<file path="config.mk">
export PLATFORM = sky130hd
export DESIGN_NAME = seq_booth_mult
export DESIGN_NICKNAME = d
export VERILOG_FILES = /design/src/rtl/seq_booth_mult.sv
export SDC_FILE = /design/constraint.sdc
export NUM_CORES = 1
export LEC_CHECK = 0
export CAP_MARGIN = 30
export CORE_MARGIN = 1
export CORE_UTILIZATION = 55
export CTS_BUF_LIST = sky130_fd_sc_hd__clkbuf_4 sky130_fd_sc_hd__clkbuf_8
export DETAILED_ROUTE_END_ITERATION = 8
export GPL_TIMING_DRIVEN = 0
export PLACE_DENSITY = 0.81
export SYNTH_ARGS = -nofsm -noshare
export SYNTH_HDL_FRONTEND = slang
export SYNTH_SLANG_ARGS = --single-unit
</file>
<file path="constraint.sdc">
create_clock -name clk -period 4.4 [get_ports clk]
set_clock_uncertainty 0.15 [all_clocks]
set_input_delay 0.88 -clock clk [delete_from_list [all_inputs] [get_ports clk]]
set_output_delay 0.88 -clock clk [all_outputs]
set_load 0.02 [all_outputs]
</file>
<file path="src/rtl/seq_booth_mult.sv">
// seq_booth_mult: radix-2 Booth sequential multiplier, one step per cycle,
// valid/ready on both sides.
//
// Ports:
//   clk, rst_n           clock, asynchronous active-low reset
//   in_valid, in_ready   operand handshake (in_ready high only when idle)
//   a, b                 multiplicand / multiplier, WIDTH bits
//   out_valid, out_ready result handshake (out_valid high only when done)
//   product              registered a*b, 2*WIDTH bits, held until next result
//
// Parameters: WIDTH (4..64), SIGNED (1 = two's complement, 0 = unsigned).
module seq_booth_mult #(
   parameter int WIDTH  = 25,
   parameter int SIGNED = 1
) (
   input  logic                 clk,
   input  logic                 rst_n,
   input  logic                 in_valid,
   output logic                 in_ready,
   input  logic [WIDTH-1:0]     a,
   input  logic [WIDTH-1:0]     b,
   output logic                 out_valid,
   input  logic                 out_ready,
   output logic [2*WIDTH-1:0]   product
);

   localparam int N  = (SIGNED != 0) ? WIDTH : WIDTH + 1;
   localparam int CW = $clog2(WIDTH + 2);
   localparam logic [CW-1:0] LAST = CW'(N - 1);

   typedef enum logic [1:0] {
      IDLE,
      RUN,
      DONE
   } state_t;

   state_t state, state_nx;

   logic [WIDTH:0] acc;
   logic [WIDTH:0] q;
   logic [WIDTH:0] m;
   logic           q_m1;
   logic [CW-1:0]  cnt;

   logic [WIDTH:0]       a_ext;
   logic [WIDTH:0]       b_ext;
   logic [WIDTH:0]       sum;
   logic [2*WIDTH-1:0]   prod_nx;
   logic                 capture;
   logic                 step;
   logic                 last;

   assign a_ext = (SIGNED != 0) ? {a[WIDTH-1], a} : {1'b0, a};
   assign b_ext = (SIGNED != 0) ? {b[WIDTH-1], b} : {1'b0, b};
   assign last  = (cnt == LAST);

   // One extra bit of headroom makes -2^(WIDTH-1) exact.
   always_comb begin
      sum = acc;
      unique case ({q[0], q_m1})
         2'b01:   sum = acc + m;
         2'b10:   sum = acc - m;
         default: sum = acc;
      endcase
   end

   // Product as it will stand after this step's shift. In signed mode
   // only WIDTH steps run, so the unexamined sign copy still sits in
   // the bottom bit and the result is taken one position higher.
   always_comb begin
      if (SIGNED != 0)
         prod_nx = {sum, q[WIDTH:2]};
      else
         prod_nx = {sum[WIDTH-1:0], q[WIDTH:1]};
   end

   always_ff @(posedge clk or negedge rst_n) begin
      if (!rst_n)
         state <= IDLE;
      else
         state <= state_nx;
   end

   always_comb begin
      state_nx  = state;
      in_ready  = 1'b0;
      out_valid = 1'b0;
      capture   = 1'b0;
      step      = 1'b0;
      unique case (state)
         IDLE: begin
            in_ready = 1'b1;
            if (in_valid) begin
               capture  = 1'b1;
               state_nx = RUN;
            end
         end
         RUN: begin
            step = 1'b1;
            if (last)
               state_nx = DONE;
         end
         DONE: begin
            out_valid = 1'b1;
            if (out_ready)
               state_nx = IDLE;
         end
         default: state_nx = IDLE;
      endcase
   end

   always_ff @(posedge clk or negedge rst_n) begin
      if (!rst_n) begin
         acc     <= '0;
         q       <= '0;
         m       <= '0;
         q_m1    <= 1'b0;
         cnt     <= '0;
         product <= '0;
      end else if (capture) begin
         acc  <= '0;
         q    <= b_ext;
         m    <= a_ext;
         q_m1 <= 1'b0;
         cnt  <= '0;
      end else if (step) begin
         acc  <= {sum[WIDTH], sum[WIDTH:1]};
         q    <= {sum[0], q[WIDTH:1]};
         q_m1 <= q[0];
         cnt  <= cnt + 1'b1;
         if (last)
            product <= prod_nx;
      end
   end

endmodule

</file>
[Yosys cells after proc, flatten, opt, wreduce, memory -nomap -nowiden]
Index checks and enable logic that the tools add are counted.
Word-level totals
  register bits: 135
  input bits: 54
  output and inout port bits: 52
  word-level logic and storage cells: 41
Operators by class
  add/subtract/negate cells: 3
  eq/ne operators: 8
  muxes and demuxes: 18
  bitwise logic cells: 1
  reductions and logical operators: 4
Operators with widths (count)
  two-way mux 26 bit: 4
  one-hot mux 26 bit (2 select lines): 1
  adder 26 bit: 1
  subtractor 26 bit: 1
  two-way mux 5 bit: 2
  two-way mux 1 bit: 7
  two-way mux 2 bit: 3
  != test 2 bit, second input constant: 3
  one-hot mux 2 bit (3 select lines): 1
  AND reduction 3 bit: 2
  adder 5 x 1 -> 5 bit, second input constant: 1
  == test 5 bit, second input constant: 1
  == test 2 x 1 -> 1 bit, second input constant: 2
  == test 2 bit, second input constant: 2
  logical NOT 2 bit: 1
  nonzero test 2 bit: 1
  inverter 1 bit: 1

[Logic depth before layout (Yosys ltp)]
Gate-level depths: netlist (run 1).
  word-level depth: 4
  depth in mapped cells: 17
  gate-level depth less buffers: 17

[Least setup slack after synthesis (run 1)]
No wires, ideal clock.
  path kind: register to register
  start: reg m[4]
  end: reg product[49]
  library setup time: 0.082 ns
  arrival time: 3.340 ns
  data required time: 4.168 ns
  setup slack: 0.829 ns
  cell stages (with the launch flop): 14
  path buffers: 0
  clock period less this slack: 3.571 ns
  path through: dfrtp_1 -> nor3_1 -> nand2_1 -> nor3_1 -> a21oi_1 -> xnor2_1 -> ha_1 -> a21o_1 -> o41a_1 -> o311ai_4 -> a211oi_2 -> o21a_1 -> or4_1 -> a31oi_1
Between the ends
  word-level cells in the longest chain between the ends: 2
  elaborated cells between the ends (all ways): 3
  those cells by class: add/sub (2); mux (1)
RTL lines
  start: declaration: line 41  | logic [WIDTH:0] m;
  start signal: assignment: line 123  | m <= a_ext;
  subtractor 26 bit or adder 26 bit (tied branches): line 62, 61
  one-hot mux 26 bit (2 select lines) (*): line 60  | unique case ({q[0], q_m1})
  end signal: assignment: line 132  | product <= prod_nx;
  end: declaration: line 24  | output logic [2*WIDTH-1:0] product
Every way passes the cells marked *; elsewhere a longest branch is shown, timed or not.
A chain may end at the register's enable or synchronous reset.

[Worst setup path after layout (run 1)]
  start: reg q_m1
  end: reg product[44]
Between the ends
  word-level cells in the longest chain between the ends: 2
  elaborated cells between the ends (all ways): 3
  those cells by class: eq/ne (2); mux (1)
RTL lines
  start: declaration: line 42  | logic q_m1;
  start signal: assignment: line 129  | q_m1 <= q[0];
  == test 2 bit or == test 2 x 1 -> 1 bit (tied branches): line 60
  one-hot mux 26 bit (2 select lines) (*): line 60
Marks and branches as above.

==> impl_metrics.toml, run 1 <==
[clock_network]
cts_repair_resize_count = 0
cts_htree_levels = 4
maximum_root_to_sink_buffer_count = 2
cts-buffers-inserted = 17
clock_pin_transition_on_the_worst_setup_and_hold_timing_paths_ns = 0.07
ctsHoldBuffers = 0
clkLatencyLatePin_ns = 0.46
cts_tree = "built"
postCtsSetupRepairBufs = 0
clock_tree.root_cell = "sky130_fd_sc_hd__clkbuf_8"
cts_sinks = 134

[sta]
setup_repair_after_global_routing_missed_its_margin = "no"
timing.fmax_mhz = 239
setup_violations = 0
relSlewSlack_pct = 52.5
worst_hold_slack_ns = 0.172
drv_slew = 0
final_period_minus_worst_setup_slack_ns = 4.19
post-route-worst-setup-slack_ns = 0.214
timing.final.crit_share_pct = 95.1
tightest_slew_ns = 0.713
number_of_hold_slack_violations_in_the_final_timing_report = 0

[finish]
area_growth_pct = 24.0
fin_nets = 1050
multiInputGateArea_mm2 = 0.00370
num_antenna_cells = 0
final_core_util_pct = 70.6
fin_cells = 1149
post_route_cells_drive_above_1_share_pct = 4.91
final-seq-area_mm2 = 0.00335
layout.filler_cells = 1075

[logic_synthesis]
syn-mean-instance-area_um2 = 8.61
yosysUniqueCellTypes = 55
synthesis.instances = 841
part_of_the_yosys_area_used_for_sequential_elements_pct = 46.3
ys_async_sr_fraction_pct = 100
yosysWarningCount = 0
yosysTopAreaCell = "sky130_fd_sc_hd__dfrtp_1"
synth.area.top_cells = "sky130_fd_sc_hd__dfrtp_1 46%, sky130_fd_sc_hd__nand2_1 12%, sky130_fd_sc_hd__ha_1 5.0%"
synth_flop_cell = "sky130_fd_sc_hd__dfrtp_1"
syn-num-nets = 925
post-synth-top-area-fraction_pct = 46.3
postSynthRegisterBits = 134
synthMostInstantiatedCell = "sky130_fd_sc_hd__nand2_1"
number_of_flops_mapped_to_enable_cells_by_yosys = 0
synth.cells.most_frequent = "241 x sky130_fd_sc_hd__nand2_1, 134 x sky130_fd_sc_hd__dfrtp_1, 60 x sky130_fd_sc_hd__o21ai_0, 51 x sky130_fd_sc_hd__nor2_1, 45 x sky130_fd_sc_hd__a21oi_1"
post_synth_design_cell_area_mm2 = 0.00724

[floorplanning]
io_pins = 106
die-height_um = 117
rows = 41
floorplan.initialDensity_pct = 56.9
core_area_mm2 = 0.0127
die_width_um = 117
die_area_mm2 = 0.0136

[grt]
number_of_antenna_violations_at_the_first_check_in_global_routing = 0
global_route_wire_length_before_repair_um = 29600
grt_start_max_net_pins = 98
grt_remaining_overflow = 0
number_of_global_route_vias_before_repair = 5964
grt_usage_pct = 28.8

[place]
io_buffer_count = 105
pre_cts_slack_ns = 0.132
dp.cells = 1119
dp_hpwl_um = 13500
finalWeightedCongestion = 0.937

[run]
cap_viol_max_count = 0

[worst_setup_path]
end_kind = "flop"
path_class = "flop to flop"
crit_required_ns = 4.56
critical_path.max_fanout = 10
critPathArrivalTime_ns = 4.35
startpoint_type = "flop"

[drt]
detail_route.vias_per_cell = 5.64
postRouteAntennaNets = 0
drcViolationCount = 0
vias = 6478
drt_first_pass_iters = 5
drt_iter0_markers = 504
totalWireLength_um = 18500
drt-wirelength-per-cell_um = 16.1

[outcome]
outcome = "finished clean"

[min_path]
min_path_type = "primary input to async pin"
cell usage in the layout (no fill, tap or decap), drive strengths merged, types with 4 or more instances in the layout:
master         netlist  layout
a31oi               12      12
clkbuf              36      57
a211oi               6       6
nor3                14      14
ha                  29      29
inv                 15      15
a22oi               24      24
dfrtp              134     134
o31ai                7       7
buf                  8      10
or3                  5       5
nand3               28      28
a21oi               45      45
nor4                 5       5
nand2              241     241
and3                 8       8
mux2i               11      11
nor2                51      51
o21ai               61      61
xnor2               29      29
nor2b                4       4
clkdlybuf4s50        0     104
nand4                4       4
a21o                10      10
nand2b               6       6
clkinv               0       4
xor2                11      11
flip-flops by register name (all words and copies together), names as in the netlist:
name and count:
product 50, q 26, acc 25, m 25, cnt 5, state 2, q_m1 1
path summary, 6_finish.rpt:
check                             from          end  slack, ns  cells after the start
max                               q_m1  product[44]       0.21                     14
min                              rst_n         m[1]       0.17                      1
max reg2reg                       q_m1  product[44]       0.21                     14
min reg2reg                product[38]  product[38]       0.33                      2
max in group asynchronous        rst_n        q[25]       3.15                      2
min in group clk           product[38]  product[38]       0.33                      2
cell type report:
class,count,share of cell area [%]
tap,172,2.40
buffer,44,1.95
timing repair buffer,106,12.0
sequential,134,37.4
clock buffer,21,3.01
clock inverter,9,1.44
inverter,15,0.627
multi-input combinational,648,41.2
worst max-delay path, cell delays in order (launching register included):
cell and delay, ns:
sky130_fd_sc_hd__dfrtp_1 0.37, sky130_fd_sc_hd__inv_1 0.08, sky130_fd_sc_hd__ha_1 0.17, sky130_fd_sc_hd__buf_2 0.20, sky130_fd_sc_hd__clkbuf_1 0.39, sky130_fd_sc_hd__mux2i_1 0.27, sky130_fd_sc_hd__fa_1 0.51, sky130_fd_sc_hd__a211oi_1 0.37
sky130_fd_sc_hd__o311a_1 0.26, sky130_fd_sc_hd__o22ai_2 0.12, sky130_fd_sc_hd__o41ai_4 0.48, sky130_fd_sc_hd__o21ai_1 0.15, sky130_fd_sc_hd__xor2_1 0.16, sky130_fd_sc_hd__mux2i_1 0.22, sky130_fd_sc_hd__o21ai_0 0.12
stage by stage:
step,setup TNS [ns],area (um2)
final,0,8980
after global routing,0,8980
after CTS,0,8930
after detailed placement,0,8530
after global placement,-390.87,8510
after floorplan,0,7240
kinds of logic after synthesis:
family                   after synthesis  synth area share [%]
XOR/XNOR                              40                  4.84
adder cells (fa/ha/maj)               30                  5.29
AO/OA/AOI/OAI                        188                  16.5
buffers and inverters                 59                  3.20
multiplexers                          11                  1.52
flip-flops                           134                  46.3
AND/OR/NAND/NOR                      379                  22.4
per-layer routing:
layer  global-route usage (%)  vias to the layer above  wire [um]
met1                     41.6                     3088       8520
met5                        0                        -          0
li1                         -                     3150          -
met3                     5.71                       31       1160
met4                     11.1                        0        427
met2                     43.0                      209       8380
Power of run 1 is left out: the tool's default activity adds up to more than one toggle a clock period on the data nets, which glitch-free logic cannot reach.
==> inputs of run 2 (changes only) <==
CTS_BUF_LIST = unset   (was sky130_fd_sc_hd__clkbuf_4 sky130_fd_sc_hd__clkbuf_8)
SKIP_CTS_REPAIR_TIMING = 1   (was unset)
==> run 2 against run 1 <==
Setup slack gained 0.027 ns. Die area did not move. Final area increased by 2.0%. Clock-buffer cell count unchanged. Utilization is 1.4 points higher. Register-to-register slack better by 0.03 ns. Highest routed layer unchanged.
==> impl_metrics.toml, run 2 (synthesis gave the netlist of run 1 again) <==
[outcome]
outcome = "finished clean"

[clock_network]
clock_tree.root_cell = "sky130_fd_sc_hd__clkbuf_16"
clock_pin_transition_on_the_worst_setup_and_hold_timing_paths_ns = 0.06
cts_sinks = 134
cts-buffers-inserted = 17
cts_htree_levels = 4
maximum_root_to_sink_buffer_count = 2
clkLatencyLatePin_ns = 0.43
cts_tree = "built"

[grt]
grt_start_max_net_pins = 98
grt_usage_pct = 29.6
number_of_antenna_violations_at_the_first_check_in_global_routing = 0
number_of_global_route_vias_before_repair = 6084
global_route_wire_length_before_repair_um = 30300
grt_remaining_overflow = 0

[sta]
post-route-worst-setup-slack_ns = 0.241
tightest_slew_ns = 0.699
setup_violations = 0
setup_repair_after_global_routing_missed_its_margin = "no"
drv_slew = 0
finalSetupTns_ns = 0
number_of_hold_slack_violations_in_the_final_timing_report = 0
final_period_minus_worst_setup_slack_ns = 4.16
timing.fmax_mhz = 240
relSlewSlack_pct = 53.4
timing.final.crit_share_pct = 94.5

[run]
cap_viol_max_count = 0

[worst_setup_path]
end_kind = "flop"
startpoint_type = "flop"
critPathArrivalTime_ns = 4.35
crit_required_ns = 4.60
path_class = "flop to flop"
critical_path.max_fanout = 6

[finish]
fin_cells = 1149
final-seq-area_mm2 = 0.00335
largest_register_ffs = 50
layout.filler_cells = 1044
final_design_area_no_fill_mm2 = 0.00915
multiInputGateArea_mm2 = 0.00369
post_route_cells_drive_above_1_share_pct = 4.61
fin_nets = 1050
largestRegisters = "product: 50 flops, q: 26 flops"
area_growth_pct = 26.4
mostFrequentLayoutCell = "sky130_fd_sc_hd__nand2_1"
most-common-layout-cells = "241 x sky130_fd_sc_hd__nand2_1, 134 x sky130_fd_sc_hd__dfrtp_1, 104 x sky130_fd_sc_hd__clkdlybuf4s50_1"
num_antenna_cells = 0
largest_register = "product"

[floorplanning]
die-height_um = 117
die_area_mm2 = 0.0136
rows = 41
core_area_mm2 = 0.0127
floorplan.initialDensity_pct = 56.9
io_pins = 106
die_width_um = 117

[place]
finalWeightedCongestion = 0.937
pre_cts_slack_ns = 0.132
placedInstanceArea_mm2 = 0.00853
dp_hpwl_um = 13500
dp.cells = 1119
io_buffer_count = 105

[drt]
vias = 6565
drt_iter0_markers = 536
drt_first_pass_iters = 7
detail_route.vias_per_cell = 5.71
drcViolationCount = 0
totalWireLength_um = 19000
postRouteAntennaNets = 0
drt-wirelength-per-cell_um = 16.5

[min_path]
min_path_type = "primary input to async pin"
-- run 2: worst max-delay path, stage by stage, from the launching register on --
cell and delay [ns]:
sky130_fd_sc_hd__dfrtp_1 0.42, sky130_fd_sc_hd__inv_1 0.11, sky130_fd_sc_hd__ha_1 0.21, sky130_fd_sc_hd__nand2_1 0.11, sky130_fd_sc_hd__nor3_2 0.26, sky130_fd_sc_hd__nand2_1 0.14
sky130_fd_sc_hd__nor4_1 0.21, sky130_fd_sc_hd__nor2_1 0.08, sky130_fd_sc_hd__xnor2_1 0.36, sky130_fd_sc_hd__ha_1 0.39, sky130_fd_sc_hd__a21oi_1 0.20, sky130_fd_sc_hd__o31ai_1 0.11
sky130_fd_sc_hd__o41ai_2 0.32, sky130_fd_sc_hd__o21ai_0 0.19, sky130_fd_sc_hd__o21a_1 0.22, sky130_fd_sc_hd__or4_1 0.41, sky130_fd_sc_hd__a31oi_1 0.18
-- run 2: cell type report --
cell class | count | area share, %
sequential | 134 | 36.6
clock buffer | 21 | 4.92
tap | 172 | 2.35
buffer | 44 | 1.93
multi-input combinational | 648 | 40.3
clock inverter | 9 | 1.41
timing repair buffer | 106 | 11.8
inverter | 15 | 0.615
-- run 2: metrics by stage --
step,utilization (%),hold slack (ns)
2_1_floorplan,-,0.296
3_3_place_gp,66.9,0.308
3_5_place_dp,67.1,0.313
4_1_cts,71.6,0.215
5_1_grt,71.9,0.226
6_report,71.9,0.200
-- run 2: worst paths after layout --
check	start	end	slack [ns]	cells after the start
setup / recovery	m[0]	product[49]	0.24	16
setup reg to reg	m[0]	product[49]	0.24	16
max in group asynchronous	rst_n	product[45]	3.12	2
min in group clk	product[38]	product[38]	0.32	2
hold reg to reg	product[38]	product[38]	0.32	2
hold / removal	rst_n	m[1]	0.20	1
-- run 2: metal layers --
metal	track usage, %	vias to the layer above	share of wire [%]
li1	-	3146	-
met1	41.1	3138	44
met2	44.4	244	46
met3	7.16	37	7.6
met4	12.5	0	2.5
met5	0	-	0
Power of run 2 is left out for the same reason.
==> inputs of run 3 (changes only) <==
CTS_CLUSTER_DIAMETER = 80   (was unset)
==> results of run 3 <==
The final DEF is identical to that of run 2; final timing and power are the same.
Power of run 3 is left out for the same reason.
